### config.mk
export PLATFORM = sky130hd
export DESIGN_NAME = monitor_host_flat
export DESIGN_NICKNAME = d
export VERILOG_FILES = /design/src/rtl/robin_mon_pkg.sv /design/src/rtl/monitor_host_if.sv /design/src/rtl/mon_timeout.sv /design/src/rtl/monitor_host.sv /design/src/flat_wrapper.sv
export SDC_FILE = /design/constraint.sdc
export NUM_CORES = 1
export LEC_CHECK = 0
export CAP_MARGIN = 15
export CORE_MARGIN = 2
export CORE_UTILIZATION = 55
export CTS_CLUSTER_SIZE = 16
export DETAILED_ROUTE_END_ITERATION = 6
export PLACE_DENSITY = 0.88
export SYNTH_ARGS = -nofsm -noshare
export SYNTH_HDL_FRONTEND = slang
export SYNTH_SLANG_ARGS = --single-unit
### constraint.sdc
create_clock -name CLK -period 4.7 [get_ports CLK]
set_input_delay 0.94 -clock CLK [delete_from_list [all_inputs] [get_ports CLK]]
set_output_delay 0.94 -clock CLK [all_outputs]
set_load 0.005 [all_outputs]
### src/rtl/robin_mon_pkg.sv
// Shared definitions for the robin serial monitor protocol: command codes,
// header layout, error codes and the initiator FSM state encoding.
package robin_mon_pkg;

  localparam logic [1:0] CMD_ILLEGAL = 2'd0;
  localparam logic [1:0] CMD_LOAD    = 2'd1;
  localparam logic [1:0] CMD_DUMP    = 2'd2;
  localparam logic [1:0] CMD_EXEC    = 2'd3;

  localparam int HDR_LEN = 6;

  typedef enum logic [1:0] {
    ERR_NONE    = 2'd0,
    ERR_ECHO    = 2'd1,
    ERR_TIMEOUT = 2'd2,
    ERR_CMD     = 2'd3
  } err_t;

  typedef enum logic [3:0] {
    ST_IDLE     = 4'd0,
    ST_HDR_TX   = 4'd1,
    ST_HDR_ECHO = 4'd2,
    ST_LD_RD    = 4'd3,
    ST_LD_TX    = 4'd4,
    ST_LD_ECHO  = 4'd5,
    ST_DP_RX    = 4'd6,
    ST_FIN      = 4'd7,
    ST_ABORT    = 4'd8
  } state_t;

  // Header is {cmd, 0, addr hi, addr lo, len hi, len lo}, big-endian fields.
  function automatic logic [7:0] hdr_byte(input logic [1:0] c, input logic [15:0] a,
                                          input logic [15:0] l, input logic [2:0] i);
    case (i)
      3'd0:    return {6'b0, c};
      3'd1:    return 8'h00;
      3'd2:    return a[15:8];
      3'd3:    return a[7:0];
      3'd4:    return l[15:8];
      default: return l[7:0];
    endcase
  endfunction

endpackage

### src/rtl/monitor_host_if.sv
// UART byte channel and local memory port between the monitor initiator and its
// surroundings.
interface monitor_host_if #(parameter int ADDR_W = 16);
  // Byte channel: tx_start is a one-cycle strobe, legal only while tx_ready=1;
  // rx_valid is a one-cycle strobe qualifying rx_byte, with no back-pressure.
  // Memory: mem_rdata reflects mem_raddr one cycle later; mem_write is a
  // one-cycle strobe qualifying mem_waddr/mem_wdata.
  logic [7:0]        tx_byte;
  logic              tx_start;
  logic              tx_ready;
  logic [7:0]        rx_byte;
  logic              rx_valid;
  logic [ADDR_W-1:0] mem_raddr;
  logic [7:0]        mem_rdata;
  logic [ADDR_W-1:0] mem_waddr;
  logic [7:0]        mem_wdata;
  logic              mem_write;

  modport master (
    output tx_byte, tx_start, mem_raddr, mem_waddr, mem_wdata, mem_write,
    input  tx_ready, rx_byte, rx_valid, mem_rdata
  );

  modport slave (
    input  tx_byte, tx_start, mem_raddr, mem_waddr, mem_wdata, mem_write,
    output tx_ready, rx_byte, rx_valid, mem_rdata
  );
endinterface

### src/rtl/mon_timeout.sv
// Loadable down-counter guarding every wait for a received byte.
module mon_timeout #(
  parameter int W = 24
) (
  input  logic         CLK,
  input  logic         reset,
  input  logic         load,
  input  logic         dec,
  input  logic [W-1:0] value,
  output logic         expired
);

  logic [W-1:0] count;

  always_ff @(posedge CLK) begin
    if (!reset) begin
      count <= '0;
    end else if (load) begin
      count <= value;
    end else if (dec && count != '0) begin
      count <= count - 1'b1;
    end
  end

  // Flags the cycle whose decrement reaches zero, so the abort lands exactly
  // TIMEOUT cycles after the load.
  assign expired = (count <= W'(1));

endmodule

### src/rtl/monitor_host.sv
// Initiator for the robin serial monitor: sends LOAD/DUMP/EXEC headers and data
// over a byte UART, checking each echo in lock-step before sending the next byte.
module monitor_host
  import robin_mon_pkg::*;
#(
  parameter int              ADDR_W  = 16,
  parameter int              TO_W    = 24,
  parameter logic [TO_W-1:0] TIMEOUT = 24'd1200000
) (
  input  logic              CLK,
  input  logic              reset,
  input  logic              start,
  input  logic [1:0]        cmd,
  input  logic [15:0]       addr,
  input  logic [15:0]       len,
  input  logic [ADDR_W-1:0] base,
  output logic              busy,
  output logic              done,
  output logic              error,
  output logic [1:0]        err_code,
  output state_t            dbg_state,
  monitor_host_if.master    bus
);

  localparam logic [2:0] HDR_LAST = 3'(HDR_LEN - 1);

  state_t            state, state_n;
  logic [1:0]        cmd_q, cmd_n;
  logic [15:0]       addr_q, addr_n;
  logic [15:0]       len_q, len_n;
  logic [ADDR_W-1:0] base_q, base_n;
  logic [2:0]        hdr_idx, idx_n;
  logic [ADDR_W-1:0] k_q, k_n;
  logic [15:0]       rem_q, rem_n;
  logic              error_q, error_n;
  err_t              code_q, code_n;
  logic [7:0]        tx_byte_n;
  logic              tx_start_n;
  logic [ADDR_W-1:0] waddr_n;
  logic [7:0]        wdata_n;
  logic              mem_write_n;
  logic              tmr_load, tmr_dec, tmr_expired;

  mon_timeout #(.W(TO_W)) u_timeout (
    .CLK     (CLK),
    .reset   (reset),
    .load    (tmr_load),
    .dec     (tmr_dec),
    .value   (TIMEOUT),
    .expired (tmr_expired)
  );

  always_ff @(posedge CLK) begin
    if (!reset) begin
      state         <= ST_IDLE;
      cmd_q         <= '0;
      addr_q        <= '0;
      len_q         <= '0;
      base_q        <= '0;
      hdr_idx       <= '0;
      k_q           <= '0;
      rem_q         <= '0;
      error_q       <= 1'b0;
      code_q        <= ERR_NONE;
      bus.tx_byte   <= '0;
      bus.tx_start  <= 1'b0;
      bus.mem_waddr <= '0;
      bus.mem_wdata <= '0;
      bus.mem_write <= 1'b0;
    end else begin
      state         <= state_n;
      cmd_q         <= cmd_n;
      addr_q        <= addr_n;
      len_q         <= len_n;
      base_q        <= base_n;
      hdr_idx       <= idx_n;
      k_q           <= k_n;
      rem_q         <= rem_n;
      error_q       <= error_n;
      code_q        <= code_n;
      bus.tx_byte   <= tx_byte_n;
      bus.tx_start  <= tx_start_n;
      bus.mem_waddr <= waddr_n;
      bus.mem_wdata <= wdata_n;
      bus.mem_write <= mem_write_n;
    end
  end

  always_comb begin
    state_n     = state;
    cmd_n       = cmd_q;
    addr_n      = addr_q;
    len_n       = len_q;
    base_n      = base_q;
    idx_n       = hdr_idx;
    k_n         = k_q;
    rem_n       = rem_q;
    error_n     = error_q;
    code_n      = code_q;
    tx_byte_n   = bus.tx_byte;
    tx_start_n  = 1'b0;
    waddr_n     = bus.mem_waddr;
    wdata_n     = bus.mem_wdata;
    mem_write_n = 1'b0;
    tmr_load    = 1'b0;
    tmr_dec     = (state == ST_HDR_ECHO) || (state == ST_LD_ECHO) || (state == ST_DP_RX);

    case (state)
      ST_IDLE: begin
        if (start) begin
          cmd_n  = cmd;
          addr_n = addr;
          len_n  = len;
          base_n = base;
          idx_n  = '0;
          k_n    = '0;
          rem_n  = len;
          if (cmd == CMD_ILLEGAL) begin
            state_n = ST_ABORT;
            error_n = 1'b1;
            code_n  = ERR_CMD;
          end else begin
            state_n = ST_HDR_TX;
            error_n = 1'b0;
            code_n  = ERR_NONE;
          end
        end
      end
      ST_HDR_TX: begin
        if (bus.tx_ready) begin
          tx_start_n = 1'b1;
          tx_byte_n  = hdr_byte(cmd_q, addr_q, len_q, hdr_idx);
          state_n    = ST_HDR_ECHO;
        end
      end
      ST_HDR_ECHO: begin
        if (bus.rx_valid) begin
          if (bus.rx_byte != bus.tx_byte) begin
            state_n = ST_ABORT;
            error_n = 1'b1;
            code_n  = ERR_ECHO;
          end else if (hdr_idx == HDR_LAST) begin
            case (cmd_q)
              CMD_LOAD: state_n = ST_LD_RD;
              CMD_DUMP: begin
                state_n  = ST_DP_RX;
                tmr_load = 1'b1;
              end
              CMD_EXEC: state_n = ST_FIN;
              default:  state_n = ST_FIN;
            endcase
          end else begin
            idx_n   = hdr_idx + 3'd1;
            state_n = ST_HDR_TX;
          end
        end else if (tmr_expired) begin
          state_n = ST_ABORT;
          error_n = 1'b1;
          code_n  = ERR_TIMEOUT;
        end
      end
      // mem_raddr follows base+k continuously, so mem_rdata is valid in LD_TX.
      ST_LD_RD: begin
        if (rem_q == 16'd0) state_n = ST_FIN;
        else                state_n = ST_LD_TX;
      end
      ST_LD_TX: begin
        if (bus.tx_ready) begin
          tx_start_n = 1'b1;
          tx_byte_n  = bus.mem_rdata;
          state_n    = ST_LD_ECHO;
        end
      end
      ST_LD_ECHO: begin
        if (bus.rx_valid) begin
          if (bus.rx_byte != bus.tx_byte) begin
            state_n = ST_ABORT;
            error_n = 1'b1;
            code_n  = ERR_ECHO;
          end else begin
            k_n     = k_q + 1'b1;
            rem_n   = rem_q - 1'b1;
            state_n = ST_LD_RD;
          end
        end else if (tmr_expired) begin
          state_n = ST_ABORT;
          error_n = 1'b1;
          code_n  = ERR_TIMEOUT;
        end
      end
      ST_DP_RX: begin
        if (rem_q == 16'd0) begin
          state_n = ST_FIN;
        end else if (bus.rx_valid) begin
          waddr_n     = base_q + k_q;
          wdata_n     = bus.rx_byte;
          mem_write_n = 1'b1;
          k_n         = k_q + 1'b1;
          rem_n       = rem_q - 1'b1;
          tmr_load    = 1'b1;
        end else if (tmr_expired) begin
          state_n = ST_ABORT;
          error_n = 1'b1;
          code_n  = ERR_TIMEOUT;
        end
      end
      ST_FIN:   state_n = ST_IDLE;
      ST_ABORT: state_n = ST_IDLE;
      default:  state_n = ST_IDLE;
    endcase

    if (tx_start_n) tmr_load = 1'b1;
  end

  assign bus.mem_raddr = base_q + k_q;
  assign busy          = !((state == ST_IDLE) || (state == ST_FIN) || (state == ST_ABORT));
  assign done          = (state == ST_FIN) || (state == ST_ABORT);
  assign error         = error_q;
  assign err_code      = code_q;
  assign dbg_state     = state;

endmodule

### src/flat_wrapper.sv
// flat-port wrapper written by rule: the top's interface ports become plain ports
module monitor_host_flat import robin_mon_pkg::*;
#(
  parameter int              ADDR_W  = 16,
  parameter int              TO_W    = 24,
  parameter logic [TO_W-1:0] TIMEOUT = 24'd1200000
)
  (CLK, reset, start, cmd, addr, len, base, busy, done, error, err_code, dbg_state, bus_tx_byte, bus_tx_start, bus_mem_raddr, bus_mem_waddr, bus_mem_wdata, bus_mem_write, bus_tx_ready, bus_rx_byte, bus_rx_valid, bus_mem_rdata);
  monitor_host_if #(.ADDR_W(ADDR_W)) bus_i ();
  input  logic CLK;
  input  logic reset;
  input  logic start;
  input  logic [1:0] cmd;
  input  logic [15:0] addr;
  input  logic [15:0] len;
  input  logic [ADDR_W-1:0] base;
  output logic busy;
  output logic done;
  output logic error;
  output logic [1:0] err_code;
  output state_t dbg_state;
  output wire logic [$bits(bus_i.tx_byte)-1:0] bus_tx_byte;
  output wire logic [$bits(bus_i.tx_start)-1:0] bus_tx_start;
  output wire logic [$bits(bus_i.mem_raddr)-1:0] bus_mem_raddr;
  output wire logic [$bits(bus_i.mem_waddr)-1:0] bus_mem_waddr;
  output wire logic [$bits(bus_i.mem_wdata)-1:0] bus_mem_wdata;
  output wire logic [$bits(bus_i.mem_write)-1:0] bus_mem_write;
  input wire logic [$bits(bus_i.tx_ready)-1:0] bus_tx_ready;
  input wire logic [$bits(bus_i.rx_byte)-1:0] bus_rx_byte;
  input wire logic [$bits(bus_i.rx_valid)-1:0] bus_rx_valid;
  input wire logic [$bits(bus_i.mem_rdata)-1:0] bus_mem_rdata;
  assign bus_tx_byte = bus_i.tx_byte;
  assign bus_tx_start = bus_i.tx_start;
  assign bus_mem_raddr = bus_i.mem_raddr;
  assign bus_mem_waddr = bus_i.mem_waddr;
  assign bus_mem_wdata = bus_i.mem_wdata;
  assign bus_mem_write = bus_i.mem_write;
  assign bus_i.tx_ready = bus_tx_ready;
  assign bus_i.rx_byte = bus_rx_byte;
  assign bus_i.rx_valid = bus_rx_valid;
  assign bus_i.mem_rdata = bus_mem_rdata;
  monitor_host #(.ADDR_W(ADDR_W), .TO_W(TO_W), .TIMEOUT(TIMEOUT)) u_core (.CLK(CLK), .reset(reset), .start(start), .cmd(cmd), .addr(addr), .len(len), .base(base), .busy(busy), .done(done), .error(error), .err_code(err_code), .dbg_state(dbg_state), .bus(bus_i));
endmodule
==> flow_metrics.env <==
export IMPL_outcome="finished clean"
export IMPL_path_cells="ha_1 > inv_1 > fa_1 > nand2b_1 > a21oi_1 > o41a_1 > a311oi_1 > or3_1 > nand2_1 > clkdlybuf4s50_1"
export IMPL_drv_slew=0
export IMPL_ant_nets=0
export IMPL_cts_tree="done"
export IMPL_critPathLaunchType="flip-flop"
export IMPL_synth_area_sq_um=7820
export IMPL_worstPathArrival_ns=3.24
export IMPL_first_iter_violations=733
export IMPL_tns_ns=0
export IMPL_synth_nets=1108
export IMPL_critPathRequiredTime_ns=3.76
export IMPL_pre_cts_slack_ns=0.945
export IMPL_r2r_start="u_core.rem_q[0]"
export IMPL_cts_resized_gates=0
export IMPL_whs_ns=0.456
export IMPL_cp_top_family="compound AO/OA/AOI/OAI gates"
export IMPL_dominantRegCellSynth="dfxtp_1"
export IMPL_synthAdderAreaFrac_pct=4.10
export IMPL_synth_edf_count=0
export IMPL_crit_path_max_fanout=5
export IMPL_hold_path_cell_count=2
export IMPL_antenna_found_initial=0
export IMPL_synth_cells=1012
export IMPL_fin_ws_ns=0.520
export IMPL_maxCapViolations=0
export IMPL_power_mw=3.50
export IMPL_cts_hold_buf=0
export IMPL_grt_pass1_wl_mm=34.0
export IMPL_synth_xor_xnor_area_share_pct=6.05
export IMPL_max_stage_delay_ns=0.49
export IMPL_layout_nets=1208
export IMPL_die_h_um=123
export IMPL_dpl_cell_area_sq_um=9190
export IMPL_ys_ff_latch=150
export IMPL_endpoint_kind="output pin"
export IMPL_hp_class="flip-flop to flip-flop"
export IMPL_power_per_cell_area_nw_per_um2=357
export IMPL_clock_sinks=150
export IMPL_dieWidth_um=123
export IMPL_synthArstFlopShare_pct=0
export IMPL_p_leak_nw=3.60
export IMPL_vias=7782
export IMPL_rows=43
export IMPL_yosysUniqueCellTypes=71
export IMPL_dp_hpwl_mm=14.5
export IMPL_worstHoldEndpoint="u_core.addr_q[10]"
export IMPL_avgSynthCellArea_sq_um=7.73
export IMPL_syn_to_final_growth_pct=25.2
export IMPL_fill_cells=1109
export IMPL_io_pins=130
export IMPL_r2r_setup_slack_ns=1.60
export IMPL_yosys_warnings=0
export IMPL_fin_util_pct=70.5
export IMPL_drt_wl_total_mm=21.4
export IMPL_hold_viol_final=0
export IMPL_ys_seq_area_share_pct=38.4
export IMPL_r2r_end="u_core.rem_q[0]"
export IMPL_routed_via_density=5.96
export IMPL_finClkSkew_ns=0.0100
export IMPL_fin_crit_ns=4.18
export IMPL_cts_made_buffers=17
export IMPL_grt_pass1_vias=7134
export IMPL_ir_worst_vdd_mv=0.321
export IMPL_cts_htree_levels=4
export IMPL_critPathSlowestCell="clkdlybuf4s50_1"
export IMPL_die_area_sq_um=15200
export IMPL_cts_buffer_depth=2
export IMPL_routedWlPerCell_um=16.4
export IMPL_setup_violations=0
export IMPL_start_util_pct=56.3
export IMPL_synthMuxAreaShare_pct=0.384
export IMPL_hp_start="u_core.addr_q[10]"
export IMPL_max_slew_margin_rel_pct=31.2
export IMPL_synth_compound_area_share_pct=20.3
export IMPL_synth_simple_gate_area_share_pct=26.8
export IMPL_clock_latency_ns=0.43
export IMPL_grt_ovfl_total=0
export IMPL_place_congestion=0.880
export IMPL_multiInputGateArea_sq_um=4510
export IMPL_fin_crit_sh_pct=88.9
export IMPL_crit_type="flip-flop to output pin"
export IMPL_max_freq_mhz=239
export IMPL_seqCellArea_sq_um=3000
export IMPL_grt_max_degree=51
export IMPL_num_antenna_cells=0
export IMPL_cp_num_buf_inv=2
export IMPL_dp_cells=1273
export IMPL_synth_top_family_by_area="simple AND/OR/NAND/NOR gates"
export IMPL_rsz0062_at_grt="no"
export IMPL_r2r_cells=8
export IMPL_cts_clk_slew_worst_paths_ns=0.07
export IMPL_design_area_sq_um=9790
export IMPL_cts_root_buf="clkbuf_16"
export IMPL_drtPass1Iterations=6
export IMPL_core_area_sq_um=13900
export IMPL_drive_gt1_share_pct=5.96
export IMPL_final_cells=1305
export IMPL_drc_errors=0
export IMPL_io_buffers=129
export IMPL_grt_use_total_pct=28.2
export IMPL_post_cts_setup_buffers=0
export IMPL_tightest_slew_ns=1.03
==> report_power, final <==
| part | switching (mW) | leakage [nW] | internal [mW] | total, mW |
|---|---|---|---|---|
| Combinational | 0.390 | 2.10 | 0.274 | 0.664 |
| Sequential | 0.0804 | 1.22 | 1.35 | 1.43 |
| Clock | 0.590 | 0.282 | 0.811 | 1.40 |
| Total | 1.06 | 3.60 | 2.44 | 3.50 |
==> sequential cells by signal, indices dropped and copies added (netlist names), 3 cells and up <==
register	cells
u_core.u_timeout.count	24
u_core.addr_q	16
u_core.base_q	16
u_core.bus.mem_waddr	16
u_core.k_q	16
u_core.len_q	16
u_core.rem_q	16
u_core.bus.mem_wdata	8
u_core.bus.tx_byte	8
u_core.dbg_state	4
u_core.hdr_idx	3
==> cells in the mapped netlist, types with 5 or more instances <==
cell type	n	area share [%]
a211oi_1	9	0.86
a21o_1	6	0.58
a21oi_1	126	8.1
a222oi_1	6	0.77
a311oi_1	10	1.1
a31o_2	6	0.67
and2_1	6	0.48
and3_1	6	0.48
clkbuf_1	50	2.4
dfxtp_1	150	38
ha_1	24	3.8
inv_1	19	0.91
nand2_1	198	9.5
nand2b_1	5	0.40
nand3_1	27	1.7
nand3b_1	7	0.67
nand4_1	9	0.72
nor2_1	97	4.7
nor3_1	29	1.9
nor3b_1	7	0.67
nor4_1	20	1.6
o211ai_1	7	0.67
o21a_1	9	0.86
o21ai_0	28	1.8
or2_2	5	0.40
or3_1	6	0.48
or4_1	5	0.48
xnor2_1	26	2.9
xor2_1	28	3.1
==> metal layers <==
layer,wire length (um),vias to the layer above,track usage [%]
met3,1420,46,6.00
met5,0,-,0
met2,10200,304,45.7
met1,9370,3650,37.0
li1,-,3782,-
met4,464,0,10.7
==> area by class of cell <==
| cell class | count | area share (%) |
|---|---|---|
| Multi-Input combinational cell | 783 | 46.0 |
| Sequential cell | 150 | 30.7 |
| Timing Repair Buffer | 141 | 14.1 |
| Clock buffer | 18 | 4.49 |
| Tap cell | 180 | 2.30 |
| Clock inverter | 14 | 1.70 |
| Inverter | 19 | 0.728 |
==> cell usage in the layout, fill, tap and decap left out, types with 7 or more instances in the layout <==
| master | Yosys | layout |
|---|---|---|
| nand2_1 | 198 | 198 |
| clkdlybuf4s50_1 | 0 | 129 |
| nor2_1 | 97 | 97 |
| ha_1 | 24 | 24 |
| nand4_1 | 9 | 9 |
| nor3b_1 | 7 | 7 |
| nor4_1 | 20 | 20 |
| dfxtp_1 | 150 | 150 |
| o21a_1 | 9 | 9 |
| buf_4 | 2 | 12 |
| clkbuf_16 | 0 | 17 |
| nand3b_1 | 7 | 7 |
| xor2_1 | 28 | 28 |
| a311oi_1 | 10 | 10 |
| a211oi_1 | 9 | 9 |
| nand3_1 | 27 | 26 |
| o211ai_1 | 7 | 7 |
| nor3_1 | 29 | 29 |
| a21oi_1 | 126 | 126 |
| inv_1 | 19 | 18 |
| o21ai_0 | 28 | 28 |
| xnor2_1 | 26 | 26 |
==> cell families (layout without fill, tap and decap cells) <==
| kind of cell | count (synthesis) | in the layout |
|---|---|---|
| and+or+nand+nor | 449 | 449 |
| AOI/OAI and AO/OA | 252 | 252 |
| DFF | 150 | 150 |
| buffers and inverters | 79 | 192 |
| xor gates and xnor gates | 54 | 54 |
| adders and majority gates | 25 | 25 |
| muxes | 3 | 3 |
==> worst min-delay path, cell delays in order, from the launching register on <==
cell and delay [ns]:
dfxtp_1 0.31, nand2_1 0.05, a21oi_1 0.05
==> worst max path at each step <==
stage / from / endpoint / slack, ns / depth (start not counted)
after CTS: u_core.k_q[0] / bus_mem_raddr[14] / 0.52 / 10
after detailed placement: bus_rx_byte[6] / u_core.k_q[6] / 0.95 / 8
after floorplan: u_core.k_q[0] / bus_mem_raddr[14] / 1.74 / 9
final: u_core.k_q[0] / bus_mem_raddr[14] / 0.52 / 10
after global placement: bus_rx_byte[6] / u_core.k_q[6] / 0.98 / 8
after global routing: u_core.k_q[0] / bus_mem_raddr[14] / 0.34 / 10
Note: power is estimated with default switching activity, not from simulation.
